--- config.mk ---
export PLATFORM = sky130hd
export DESIGN_NAME = path_sequencer
export DESIGN_NICKNAME = d
export VERILOG_FILES = /design/src/rtl/path_sequencer_pkg.sv /design/src/rtl/seq_timeout.sv /design/src/rtl/path_sequencer.sv
export SDC_FILE = /design/constraint.sdc
export NUM_CORES = 1
export LEC_CHECK = 0
export CAP_MARGIN = 20
export CORE_AREA = 2 2 68 70
export CTS_CLUSTER_SIZE = 25
export DETAILED_ROUTE_END_ITERATION = 8
export DIE_AREA = 0 0 70 72
export PLACE_DENSITY = 0.91
export SYNTH_ARGS = -nofsm -noshare
export SYNTH_HDL_FRONTEND = slang
export SYNTH_SLANG_ARGS = --single-unit
--- constraint.sdc ---
create_clock -name clk -period 4.7 [get_ports clk]
set_input_delay 0.47 -clock clk [delete_from_list [all_inputs] [get_ports clk]]
set_output_delay 0.47 -clock clk [all_outputs]
set_load 0.005 [all_outputs]
--- src/rtl/path_sequencer_pkg.sv ---
// Shared encodings for the path sequencer: FSM states, decoded path codes,
// PC-select codes and the default wait timeout.
package path_sequencer_pkg;

  typedef enum logic [2:0] {
    ST_IDLE   = 3'd0,
    ST_FETCH  = 3'd1,
    ST_DECODE = 3'd2,
    ST_EXEC   = 3'd3,
    ST_MEM    = 3'd4,
    ST_WB     = 3'd5,
    ST_PCUPD  = 3'd6,
    ST_ERR    = 3'd7
  } state_e;

  localparam logic [3:0] PATH_MFHI = 4'b0000;
  localparam logic [3:0] PATH_ALU  = 4'b0001;
  localparam logic [3:0] PATH_LW   = 4'b0010;
  localparam logic [3:0] PATH_SW   = 4'b0011;
  localparam logic [3:0] PATH_BEQ  = 4'b0100;
  localparam logic [3:0] PATH_J    = 4'b0101;
  localparam logic [3:0] PATH_JAL  = 4'b0110;
  localparam logic [3:0] PATH_MULT = 4'b0111;
  localparam logic [3:0] PATH_JR   = 4'b1000;

  localparam logic [1:0] PC_SEL_SEQ    = 2'b00;
  localparam logic [1:0] PC_SEL_BRANCH = 2'b01;
  localparam logic [1:0] PC_SEL_JUMP   = 2'b10;
  localparam logic [1:0] PC_SEL_RS     = 2'b11;

  localparam int TIMEOUT_CYCLES_DEFAULT = 32;

  // Next-PC source for a completed instruction of the given path.
  function automatic logic [1:0] pc_sel_for(input logic [3:0] path, input logic zero);
    logic [1:0] sel;
    case (path)
      PATH_BEQ: begin
        if (zero) sel = PC_SEL_BRANCH;
        else      sel = PC_SEL_SEQ;
      end
      PATH_J, PATH_JAL: sel = PC_SEL_JUMP;
      PATH_JR:          sel = PC_SEL_RS;
      default:          sel = PC_SEL_SEQ;
    endcase
    return sel;
  endfunction

endpackage

--- src/rtl/seq_timeout.sv ---
// Wait-cycle counter for the sequencer's handshake states; expired marks the
// last permitted wait cycle of the current state.
module seq_timeout
  import path_sequencer_pkg::*;
#(
  parameter int TIMEOUT_CYCLES = TIMEOUT_CYCLES_DEFAULT
) (
  input  logic clk,
  input  logic rst_n,
  input  logic clear,
  input  logic count_en,
  output logic expired
);

  localparam int CW = $clog2(TIMEOUT_CYCLES + 1);

  logic [CW-1:0] cnt_r;

  // Count wait cycles, saturating at the limit; clear wins over count.
  always_ff @(posedge clk) begin
    if (!rst_n) begin
      cnt_r <= '0;
    end else if (clear) begin
      cnt_r <= '0;
    end else if (count_en && !expired) begin
      cnt_r <= cnt_r + CW'(1'b1);
    end
  end

  assign expired = (cnt_r == CW'(TIMEOUT_CYCLES - 1));

endmodule

--- src/rtl/path_sequencer.sv ---
// Multi-cycle instruction sequencer: Moore FSM with registered stage enables.
// Define PATH_SEQ_PERF_CNT_EN to build the cycle/instruction counters.
module path_sequencer
  import path_sequencer_pkg::*;
#(
  parameter int TIMEOUT_CYCLES = TIMEOUT_CYCLES_DEFAULT
) (
  input  logic        clk,
  input  logic        rst_n,
  input  logic        start,
  input  logic        decoder_done,
  input  logic [3:0]  path_index,
  input  logic        alu_zero,
  input  logic        alu_done,
  input  logic        mem_ready,
  output logic        fetch_en,
  output logic        decode_en,
  output logic        alu_en,
  output logic        mem_en,
  output logic        wb_en,
  output logic        pc_en,
  output logic [1:0]  pc_sel,
  output logic        instr_done,
  output logic        busy,
  output logic        err,
  output logic [31:0] cycle_cnt,
  output logic [31:0] instr_cnt
);

  state_e     state_r, state_nxt_s;
  logic [3:0] path_r, path_nxt_s;
  logic       zero_r, zero_nxt_s;
  logic       entered_r;
  logic       expired_s;
  logic       wait_clear_s;
  logic       wait_count_s;

  function automatic state_e route(input logic [3:0] path);
    state_e nxt;
    case (path)
      PATH_ALU, PATH_LW, PATH_SW, PATH_BEQ, PATH_MULT: nxt = ST_EXEC;
      PATH_J, PATH_JR:                                 nxt = ST_PCUPD;
      PATH_JAL, PATH_MFHI:                             nxt = ST_WB;
      default:                                         nxt = ST_ERR;
    endcase
    return nxt;
  endfunction

  assign wait_clear_s = (state_nxt_s != state_r);
  assign wait_count_s = state_r inside {ST_DECODE, ST_EXEC, ST_MEM};

  seq_timeout #(.TIMEOUT_CYCLES(TIMEOUT_CYCLES)) u_timeout (
    .clk      (clk),
    .rst_n    (rst_n),
    .clear    (wait_clear_s),
    .count_en (wait_count_s),
    .expired  (expired_s)
  );

  // Next-state and next-latch logic.
  always_comb begin
    state_nxt_s = state_r;
    path_nxt_s  = path_r;
    zero_nxt_s  = zero_r;
    case (state_r)
      ST_IDLE: begin
        if (start) state_nxt_s = ST_FETCH;
        else       state_nxt_s = ST_IDLE;
      end
      ST_FETCH: state_nxt_s = ST_DECODE;
      ST_DECODE: begin
        // decoder_done seen on the entry cycle is left over from the last instruction
        if (decoder_done && !entered_r) begin
          path_nxt_s  = path_index;
          state_nxt_s = route(path_index);
        end else if (expired_s) begin
          state_nxt_s = ST_ERR;
        end else begin
          state_nxt_s = ST_DECODE;
        end
      end
      ST_EXEC: begin
        if (path_r == PATH_BEQ) zero_nxt_s = alu_zero;
        else                    zero_nxt_s = zero_r;
        case (path_r)
          PATH_ALU:         state_nxt_s = ST_WB;
          PATH_LW, PATH_SW: state_nxt_s = ST_MEM;
          PATH_MULT: begin
            if (alu_done)       state_nxt_s = ST_PCUPD;
            else if (expired_s) state_nxt_s = ST_ERR;
            else                state_nxt_s = ST_EXEC;
          end
          default: state_nxt_s = ST_PCUPD;
        endcase
      end
      ST_MEM: begin
        if (mem_ready) begin
          if (path_r == PATH_LW) state_nxt_s = ST_WB;
          else                   state_nxt_s = ST_PCUPD;
        end else if (expired_s) begin
          state_nxt_s = ST_ERR;
        end else begin
          state_nxt_s = ST_MEM;
        end
      end
      ST_WB: state_nxt_s = ST_PCUPD;
      ST_PCUPD: begin
        if (start) state_nxt_s = ST_FETCH;
        else       state_nxt_s = ST_IDLE;
      end
      ST_ERR:  state_nxt_s = ST_ERR;
      default: state_nxt_s = ST_ERR;
    endcase
  end

  // State, latches and outputs, registered from the next state.
  always_ff @(posedge clk) begin
    if (!rst_n) begin
      state_r    <= ST_IDLE;
      path_r     <= 4'b0000;
      zero_r     <= 1'b0;
      entered_r  <= 1'b0;
      fetch_en   <= 1'b0;
      decode_en  <= 1'b0;
      alu_en     <= 1'b0;
      mem_en     <= 1'b0;
      wb_en      <= 1'b0;
      pc_en      <= 1'b0;
      instr_done <= 1'b0;
      pc_sel     <= PC_SEL_SEQ;
      busy       <= 1'b0;
      err        <= 1'b0;
    end else begin
      state_r    <= state_nxt_s;
      path_r     <= path_nxt_s;
      zero_r     <= zero_nxt_s;
      entered_r  <= wait_clear_s;
      fetch_en   <= (state_nxt_s == ST_FETCH);
      decode_en  <= (state_nxt_s == ST_DECODE);
      alu_en     <= (state_nxt_s == ST_EXEC);
      mem_en     <= (state_nxt_s == ST_MEM);
      wb_en      <= (state_nxt_s == ST_WB);
      pc_en      <= (state_nxt_s == ST_PCUPD);
      instr_done <= (state_nxt_s == ST_PCUPD);
      pc_sel     <= (state_nxt_s == ST_PCUPD) ? pc_sel_for(path_nxt_s, zero_nxt_s) : PC_SEL_SEQ;
      busy       <= (state_nxt_s != ST_IDLE) && (state_nxt_s != ST_ERR);
      err        <= (state_nxt_s == ST_ERR);
    end
  end

`ifdef PATH_SEQ_PERF_CNT_EN
  // Performance counters, free-running modulo 2^32.
  always_ff @(posedge clk) begin
    if (!rst_n) begin
      cycle_cnt <= 32'd0;
      instr_cnt <= 32'd0;
    end else begin
      if (busy)       cycle_cnt <= cycle_cnt + 32'd1;
      if (instr_done) instr_cnt <= instr_cnt + 32'd1;
    end
  end
`else
  assign cycle_cnt = 32'd0;
  assign instr_cnt = 32'd0;
`endif

endmodule
* Word level (Yosys, flattened, before mapping)
Memory sizes are Yosys's and may differ from the RTL's.
Cells that the tools add are included.
** Operators by class
- Add/sub/neg operators :: 1
- Multiply operators :: 0
- Divide/modulo/power cells :: 0
- Magnitude comparators :: 0
- Eq/ne operators :: 26
- Shift operators :: 0
- Mux-type cells :: 16
- Bitwise gates (word level) :: 1
- Reduce and logical (&&, ||, !) cells :: 13
** Operators by type and width (count)
- equality test 3 bit (second input constant) :: 8
- case mux 3 bit (7 select lines) :: 1
- equality test 4 x 3 -> 1 bit (second input constant) :: 5
- two-way mux 3 bit :: 5
- equality test 3 x 2 -> 1 bit (second input constant) :: 4
- case mux 3 bit (3 select lines) :: 1
- equality test 4 x 2 -> 1 bit (second input constant) :: 2
- two-way mux 4 bit :: 2
- OR reduction 2 bit :: 4
- adder 6 x 1 -> 6 bit (second input constant) :: 1
- equality test 3 x 1 -> 1 bit (second input constant) :: 2
- equality test 6 x 5 -> 1 bit (second input constant) :: 1
- case mux 2 bit (3 select lines) :: 1
- nonzero test 3 bit :: 2
- equality test 4 x 1 -> 1 bit (second input constant) :: 1
- equality test 4 bit (second input constant) :: 1
- two-way mux 1 bit :: 4
- two-way mux 2 bit :: 2
- logical AND 1 bit :: 3
- zero test 3 bit :: 1
- inequality test 3 bit :: 1
- inequality test 3 bit (second input constant) :: 1
- zero test 1 bit :: 2
- AND reduction 2 bit :: 1
- NOT 1 bit :: 1
** Word-level totals
- Register bits after elaboration :: 25
- Bits in latches :: 0
- Memory bits (writable) :: 0
- ROM bits :: 48
- Input bits :: 11
- Output and inout port bits :: 75
- Memories kept :: 1
** Memories
- (name not given) :: depth 16, width 3, rd ports 1, clocked after Yosys merged registers in 0, wr ports 0, line path_sequencer.sv:40 : case (path)

* Depth between registers and ports, before layout
Gate-level depths: netlist of the first run.
- Depth after elaboration :: 7
- Depth in mapped cells :: 8
- Gate-level depth less buffers :: 8

* Modules after synthesis
Synthesis of the first run repeated with hierarchy kept, for this count alone.
** Unflattened totals
- Cell total of the unflattened synthesis :: 214
- Area, all modules :: 1870.5 um2
** By module, submodules not included
- path_sequencer :: instances 1, cells an instance 181, area each 1571.5 um2
- seq_timeout :: instances 1, cells an instance 33, area each 299.0 um2

* Worst setup path after synthesis of the first run
No wires, ideal clock.
- Kind :: input-to-reg
- Start point :: in path_index[0]
- End point :: reg wb_en
- Arrival time :: 1959 ps
- Data required time :: 4561 ps
- Setup slack :: 2601 ps
- Stages :: 7
- Buffers on the path :: 0
- Path through :: inv_1 > ha_1 > a2111oi_0 > a21oi_1 > a221o_1 > and2_1 > nor3b_1
** Between the ends
- Cells in the longest elaborated chain, start to end :: 4
** Ends and longest elaborated chain
- start, declared :: line path_sequencer.sv:12 : input logic [3:0] path_index,
- memory read (16 x 3 bit)
- two-way mux 3 bit :: line path_sequencer.sv:73 : if (decoder_done && !entered_r) begin
- case mux 3 bit (7 select lines) :: line path_sequencer.sv:65 : case (state_r)
- equality test 3 bit :: line path_sequencer.sv:142 : wb_en <= (state_nxt_s == ST_WB);
- end signal, assigned :: line path_sequencer.sv:142
- end, declared :: line path_sequencer.sv:20 : output logic wb_en,
Every way passes these cells.
A chain may end at the register's enable or synchronous reset.

* Worst setup path after layout of the first run
Ends and elaborated chain as after synthesis.

==> results of run 1 <==
[metrics by stage]
| step | power (mW) | util | hold slack, ps | area [um2] |
|---|---|---|---|---|
| global placement | 0.3665 | 0.4425 | 513.9 | 1887 |
| CTS | 0.5062 | 0.4542 | 549.2 | 1937 |
| detailed placement | 0.3710 | 0.4425 | 525.5 | 1887 |
| floorplan | 0.3700 | - | 486.6 | 2132 |
| global route | 0.5296 | 0.4542 | 583.3 | 1937 |
| finish | 0.5062 | 0.4542 | 548.1 | 1937 |
[cells by family (layout without fill, tap and decap cells)]
group,count (synthesis),in the layout,synth area share
AO/OA/AOI/OAI,30,30,0.1215
XOR/XNOR,6,6,0.02772
adder cells (fa/ha/maj),5,5,0.03300
buffers and inverters,81,36,0.2964
flip-flops,25,25,0.2640
multiplexers,5,5,0.02706
other,1,64,0.001978
AND/OR/NAND/NOR,74,74,0.2284
[final cells by class]
type	instances	area, um2	share of cell area
Inverter	11	41.29	0.02132
Sequential cell	25	500.5	0.2584
Tap cell	52	65.06	0.03359
Clock inverter	1	8.758	0.004522
Timing Repair Buffer	21	210.2	0.1085
Clock buffer	3	41.29	0.02132
Multi-Input combinational cell	184	1070	0.5523
[worst min-delay path: stages (launching register included)]
cell	delay (ps)
dfxtp_1	350
xor2_1	80
nor2_1	90
[where the power goes]
| part | internal, mW | switching [mW] | leakage, nW |
|---|---|---|---|
| Combinational | 0.0546 | 0.0777 | 0.613 |
| Clock | 0.0623 | 0.0743 | 0.0261 |
| Sequential | 0.225 | 0.0127 | 0.203 |
| Total | 0.341 | 0.165 | 0.842 |
[flip-flops by register name, indices dropped and copies added, names as in the netlist]
register / cells
decode_en: 1
zero_r: 1
entered_r: 1
state_r: 3
mem_en: 1
instr_done: 1
u_timeout.cnt_r: 6
fetch_en: 1
wb_en: 1
busy: 1
pc_sel: 2
err: 1
alu_en: 1
path_r: 4
[layout by cell type, fill, tap and decap left out, drive strengths merged, types with 2 or more instances in the layout]
master          n
nand2b          6
a221o           2
dfxtp          25
and3            2
nor2           24
nand4           6
xor2            4
a31oi           2
nor2b           2
xnor2           2
o22ai           2
mux2i           4
clkdlybuf4s50  21
a21oi           9
inv            12
nor3            5
ha              5
nor3b           4
and2            3
clkbuf          3
o21ai           5
nor4            3
or2             2
nand2           7
conb           64
nand3b          5
a2111oi         2
[synthesized netlist by cell type (3+ instances only)]
library cell  count
a21oi_1           9
and2_1            3
buf_4            66
dfxtp_1          25
ha_1              5
inv_1            10
mux2i_1           4
nand2_1           7
nand2b_1          6
nand3b_1          5
nand4_1           5
nor2_1           24
nor3_1            4
nor3b_1           3
o21ai_0           4
xor2_1            4
[worst min path at each step]
stage,from,endpoint,slack (ps),depth (start not counted)
floorplan,u_timeout.cnt_r[4]$_SDFFE_PP0P_,u_timeout.cnt_r[4]$_SDFFE_PP0P_,490,2
global placement,u_timeout.cnt_r[5]$_SDFFE_PP0P_,u_timeout.cnt_r[5]$_SDFFE_PP0P_,510,2
detailed placement,u_timeout.cnt_r[4]$_SDFFE_PP0P_,u_timeout.cnt_r[4]$_SDFFE_PP0P_,530,2
CTS,u_timeout.cnt_r[4]$_SDFFE_PP0P_,u_timeout.cnt_r[4]$_SDFFE_PP0P_,550,2
global route,u_timeout.cnt_r[1]$_SDFFE_PP0P_,u_timeout.cnt_r[1]$_SDFFE_PP0P_,580,2
finish,u_timeout.cnt_r[5]$_SDFFE_PP0P_,u_timeout.cnt_r[5]$_SDFFE_PP0P_,550,2
[layer usage]
layer,vias to the layer above,share of wire,wire length [um],global-route usage
met5,-,0,0,0
met4,0,0.0067,23,0.01068
met3,5,0.086,294,0.03889
met2,79,0.51,1746,0.2381
met1,642,0.40,1373,0.1433
li1,678,-,-,-
==> results.py, run 1 <==
metrics = {
    "status": {
        "outcome": "finished clean",
    },
    "cells_and_area": {
        "fillers": 430,
        "areaGrowthSynthToFinish_pct": 2.178,
        "layoutNonFillerInstCount": 297,
        "nets": 262,
        "num_antenna_cells": 0,
        "drive_above_1_share": 0.06531,
    },
    "setup_path": {
        "arrival_ps": 2890,
        "crit_buf_inv": 2,
        "cp_slowest_cell": "clkdlybuf4s50_1",
        "required_ps": 4850,
        "crit_fanout": 9,
        "reg2regPathDepth": 6,
        "cp_top_family": "compound AO/OA/AOI/OAI gates",
        "end_kind": "register",
        "cp.depth": 9,
        "timing.rr.start": "state_r[0]$_SDFF_PN0_",
        "start_kind": "primary input",
        "crit_start": "path_index[0]",
        "crit_path_end": "wb_en$_SDFF_PN0_",
        "crit_chain": "clkdlybuf4s50_1, inv_1, ha_1, nor2b_1, a2111oi_0, a21oi_1, a221o_1, and2_1, nor3b_1",
        "rr_endpoint": "pc_sel[0]$_SDFF_PN0_",
        "cpPeakStageDelay_ps": 570,
        "worst-setup-path-type": "primary input to register",
        "ff2ff_setup_slack_ps": 2220,
    },
    "clock_network": {
        "h-tree-depth": 1,
        "cts_tree": "built",
        "insertion_delay_ps": 280,
        "cts_setup_buffers": 0,
        "clockBufferDepth": 2,
        "cts.sinks": 25,
        "clk_pin_slew_ps": 90,
        "cts-resized-gates": 0,
        "hold_buffers": 0,
        "cts_root_buf": "clkbuf_8",
        "cts_buffers": 3,
    },
    "global_routing": {
        "grt_max_degree": 17,
        "grt_pass1_wl_mm": 5.244,
        "antenna_found_initial": 0,
        "overflow": 0,
        "track_usage": 0.1251,
        "first_global_vias": 1204,
    },
    "sta": {
        "setup_slack_ps": 1955,
        "max_freq_mhz": 364.4,
        "period_share": 0.5840,
        "worst_pin_slew_ps": 571.6,
        "finalSetupViolCount": 0,
        "finalHoldViolations": 0,
        "fin_skew_ps": 1.767,
        "maxSlewHeadroom": 0.6189,
        "rsz0062_at_grt": "no",
        "finalCriticalPeriod_ps": 2745,
        "slew_violations": 0,
        "final.setup.tns_ps": 0,
    },
    "yosys": {
        "synthTopCellsByArea": "dfxtp_1 (26%), buf_4 (26%), nor2_1 (4.8%), ha_1 (3.3%), a21oi_1 (2.4%)",
        "synth_area_mm2": 0.001896,
        "synthArstFlopShare": 0,
        "synth_seq_cells": 25,
        "netlist.area_leader.share": 0.2640,
        "synth_top_area_cell": "dfxtp_1",
        "synthCells": 227,
        "synth_top_flop_cell": "dfxtp_1",
        "yosysUniqueCellTypes": 50,
        "ys_seq_area_frac": 0.2640,
        "synth_edf_count": 0,
        "synth_area_per_cell_um2": 8.351,
        "yosys_warnings": 0,
    },
    "route": {
        "wl_per_cell_um": 11.57,
        "final_antenna_net_count": 0,
        "vias": 1404,
        "dr.pass1.iters": 4,
        "drt_iter0_drc": 150,
        "drcViolationCount": 0,
        "wl_mm": 3.437,
        "via_per_inst": 4.727,
    },
    "power_and_ir_drop": {
        "p_per_area_mw_per_mm2": 261.4,
        "leakagePower_nw": 0.8419,
        "irDropWorstVdd_mv": 0.1862,
    },
    "floorplan": {
        "initial_core_util": 0.4445,
        "die_h_um": 72,
        "die_w_um": 70,
        "core-area_mm2": 0.004264,
        "die_area_mm2": 0.005040,
        "num_io_pins": 86,
        "rows": 24,
    },
    "placement": {
        "dp.cells": 293,
        "portBuffers": 21,
        "gp_congestion": 0.8784,
        "pre_cts_slack_ps": 1699,
        "dp_hpwl_mm": 2.665,
    },
    "job": {
        "drv_cap": 0,
    },
    "min_path": {
        "hp-class": "register to register",
    },
}
Power figures use the tool's default switching activity.
==> inputs of run 2 (changes only) <==
- CORE_AREA: 2 2 68 70 -> 2 2 74 76
- DIE_AREA: 0 0 70 72 -> 0 0 76 78
- PLACE_DENSITY: 0.91 -> 0.82
- clock period: 4.7 -> 2.3 ns (I/O delays scaled with it)
==> results.py, run 2 (synthesized netlist as in run 1, its figures left out) <==
metrics = {
    "route": {
        "met1_length_mm": 1.457,
        "final_antenna_net_count": 0,
        "route.met2.wl_mm": 1.920,
        "drt_iter0_drc": 104,
        "wl_mm": 3.682,
        "dr.pass1.iters": 6,
        "drcViolationCount": 0,
        "vias": 1446,
        "wl_per_cell_um": 11.26,
        "top_layer_used": "met4",
        "via_per_inst": 4.422,
        "dr_wl_met3_um": 281,
    },
    "sta": {
        "finalSetupViolCount": 0,
        "worst_pin_slew_ps": 537.0,
        "finalHoldViolations": 0,
        "final.setup.tns_ps": 0,
        "maxSlewHeadroom": 0.6373,
        "finalCriticalPeriod_ps": 2199,
        "period_share": 0.9563,
        "fin_skew_ps": 1.836,
        "rsz0062_at_grt": "no",
        "max_freq_mhz": 454.7,
        "slew_violations": 0,
    },
    "clock_network": {
        "cts.sinks": 25,
        "hold_buffers": 0,
        "clk_pin_slew_ps": 80,
        "cts_buffers": 3,
        "h-tree-depth": 1,
        "insertion_delay_ps": 260,
        "clockBufferDepth": 2,
        "cts_tree": "built",
        "cts_root_buf": "clkbuf_8",
    },
    "setup_path": {
        "start_kind": "primary input",
        "arrival_ps": 2380,
        "worst-setup-path-type": "primary input to register",
        "end_kind": "register",
        "ff2ff_setup_slack_ps": 270,
        "required_ps": 2480,
        "crit_fanout": 6,
    },
    "cells_and_area": {
        "largestRegisters": "u_timeout.cnt_r x6, path_r x4, state_r x3",
        "nets": 274,
        "final_common_cell": "conb_1",
        "fillers": 522,
        "final_cell_mix": "conb_1 (64), dfxtp_1 (25), nor2_1 (24)",
        "num_antenna_cells": 0,
        "drive_above_1_share": 0.1284,
        "fin_util": 0.4136,
        "regMostFlops": "u_timeout.cnt_r",
        "largest_register_ff_count": 6,
        "areaGrowthSynthToFinish_pct": 10.03,
    },
    "floorplan": {
        "die_h_um": 78,
        "core-area_mm2": 0.005042,
        "num_io_pins": 86,
        "initial_core_util": 0.3759,
        "die_area_mm2": 0.005928,
        "rows": 26,
        "die_w_um": 76,
    },
    "status": {
        "outcome": "finished clean",
    },
    "power_and_ir_drop": {
        "pwr-share-clk": 0.242,
        "leakagePower_nw": 0.9008,
        "seqPwrFrac": 0.459,
        "intPower_uw": 724.2,
        "switching_power_uw": 332.7,
        "power_frac_comb": 0.299,
        "total_power_mw": 1.057,
        "irDropWorstVdd_mv": 0.2510,
        "swShare": 0.3148,
        "p_per_area_mw_per_mm2": 506.7,
    },
    "placement": {
        "portBuffers": 21,
        "gp_congestion": 0.9253,
        "dp_hpwl_mm": 2.855,
    },
    "global_routing": {
        "antenna_found_initial": 0,
        "first_global_vias": 1312,
        "grt_max_degree": 15,
        "track_usage": 0.1197,
        "overflow": 0,
        "grt_pass1_wl_mm": 5.885,
    },
    "min_path": {
        "hp-class": "register to register",
    },
    "job": {
        "drv_cap": 0,
    },
}
[run 2: worst max-delay path, stage by stage]
cell and delay (ps):
clkdlybuf4s50_1 510, inv_2 80, ha_1 210, nor2b_1 150, a2111oi_4 310, a21oi_2 70
a221o_1 420, buf_4 190, nor3b_1 200
[run 2: worst paths after layout]
path,from,end,cells past startpoint
worst max-delay path,path_index[0],decode_en$_SDFF_PN0_,9
worst min-delay path,u_timeout.cnt_r[5]$_SDFFE_PP0P_,u_timeout.cnt_r[5]$_SDFFE_PP0P_,2
worst max register to register,state_r[1]$_SDFF_PN0_,busy$_SDFF_PN0_,6
worst min register to register,u_timeout.cnt_r[5]$_SDFFE_PP0P_,u_timeout.cnt_r[5]$_SDFFE_PP0P_,2
[run 2: area by class of cell]
cell class                      instances  area, um2  share of cell area
Clock buffer                            3      41.29             0.01980
Clock inverter                          1      5.005            0.002400
Inverter                               11      41.29             0.01980
Multi-Input combinational cell        184       1110              0.5321
Sequential cell                        25      500.5              0.2400
Tap cell                               70      87.58             0.04199
Timing Repair Buffer                   33      300.3              0.1440
[run 2: power groups by stage]
| stage | logic [mW] | registers (mW) | clock network, mW |
|---|---|---|---|
| 3_5_place_dp | 0.300 | 0.494 | 0 |
| 3_3_place_gp | 0.294 | 0.495 | 0 |
| 2_1_floorplan | 0.272 | 0.484 | 0 |
| 5_1_grt | 0.351 | 0.490 | 0.289 |
| 4_1_cts | 0.303 | 0.485 | 0.266 |
| 6_report | 0.316 | 0.485 | 0.256 |
[run 2: routing by layer]
| metal | vias up | global-route usage |
|---|---|---|
| met5 | - | 0 |
| met2 | 69 | 0.2295 |
| met4 | 0 | 0.01636 |
| met1 | 667 | 0.1303 |
| li1 | 704 | - |
| met3 | 6 | 0.04070 |
[run 2: timing repair]
action,CTS,global route
buffers inserted,0,0
gates resized for setup,1,6
gates cloned,0,0
setup endpoints to repair,3,15
pin swaps,0,1
[run 2: per-stage QoR]
stage | cell area [um2] | std cells | worst slack, ps | hold slack [ps]
global route | 2086 | 327 | 3.089 | 592.3
CTS | 2047 | 327 | 14.46 | 541.0
detailed placement | 1999 | 323 | -297.5 | 515.0
finish | 2086 | 327 | 100.5 | 531.8
global placement | 1999 | 323 | -260.0 | 506.4
floorplan | 2132 | 290 | 441.4 | 351.7
==> edit: new RTL, config.mk and constraints of run 1 <==
The package constant `TIMEOUT_CYCLES_DEFAULT` goes from 32 to 128.
--- a/src/rtl/path_sequencer_pkg.sv
+++ b/src/rtl/path_sequencer_pkg.sv
@@ -29,5 +29,5 @@
   localparam logic [1:0] PC_SEL_RS     = 2'b11;
 
-  localparam int TIMEOUT_CYCLES_DEFAULT = 32;
+  localparam int TIMEOUT_CYCLES_DEFAULT = 128;
 
   // Next-PC source for a completed instruction of the given path.
Behaviour: same outputs for any inputs over 10 cycles, from zero or initial values and one cycle with rst_n low; that may be too few to reach the edited logic, so the function may still have changed.
==> edit against run 1 <==
- area after synthesis up 5.3%
- fmax increased by 11%
- combinational power up 8%
- routed wire length fell by 0.23%
- cell area grew 4.7%
- sequential cell count up 2
- power grew 4.9%
- setup slack improved by 0.26 ns
==> edit: results (changes against run 1) <==
arrival_ns: 2.70  # -0.19 ns
cpLargestDelayFamily: "buffers and inverters"
clk_share_pct: 2.41  # -0.18 points
min-delay-start: "u_timeout.cnt_r[1]"
synth_seq_cells: 27  # +8.0%
viasPerCell: 4.69  # -0.81%
place_congestion: 0.833  # -5.2%
multi_input_area_share_pct: 56.4  # +1.2 points
tightest_slew_ns: 0.506  # -0.0657 ns
status: "complete, no violations"
use_met1_pct: 15.5  # +1.2 points
synthTopCellsByArea: "dfxtp_1, buf_4, nor2_1"
path_max_fanout: 6  # -3
vias: 1463  # +4.2%
combPwrFrac_pct: 26.7  # +0.6 points
drive_gt1_share_pct: 5.38  # -1.1 points
p_sw_share_pct: 32.1  # -0.40 points
yosysSeqAreaShare_pct: 27.1  # +0.68 points
synth_xor_xnor_area_share_pct: 3.07  # +0.30 points
met2_usage_pct: 23.5  # -0.32 points
wl_met3_um: 247  # -16%
synthTopCellsByCount: "buf_4, nor2_1, dfxtp_1, nand2_1, nor3_1"
slowest_delay_ns: 0.54  # -0.03 ns
place_ws_ns: 1.96  # +0.259 ns
route.met2.wl_um: 1670  # -4.2%
[edit: changes by cell type after synthesis, sizes merged, moves of 4 or more]
cell and change:
inv -6, nand2 +8, nor2 +5, nor3 +8, nand4 -4, nand3b -4
[edit: worst min-delay path, stage by stage (launching register included)]
cell	delay, ns
dfxtp_1	0.34
mux2i_1	0.13
nor3_1	0.05
[edit: how the worst max path moves through the flow]
stage | startpoint | to | slack (ns) | cells after the start
finish | path_index[0] | fetch_en | 2.22 | 9
global route | state_r[1] | u_timeout.cnt_r[5] | 2.02 | 6
CTS | path_index[0] | fetch_en | 2.26 | 9
detailed placement | path_index[0] | fetch_en | 1.96 | 9
global placement | path_index[0] | alu_en | 2.07 | 9
floorplan | path_index[1] | decode_en | 2.69 | 8
[edit: logic make-up after synthesis]
logic type      after synthesis
other cells                   1
compound gates               32
fa+ha+maj                     5
simple gates                 87
xor+xnor                      7
buf+inv                      75
mux                           8
flops                        27
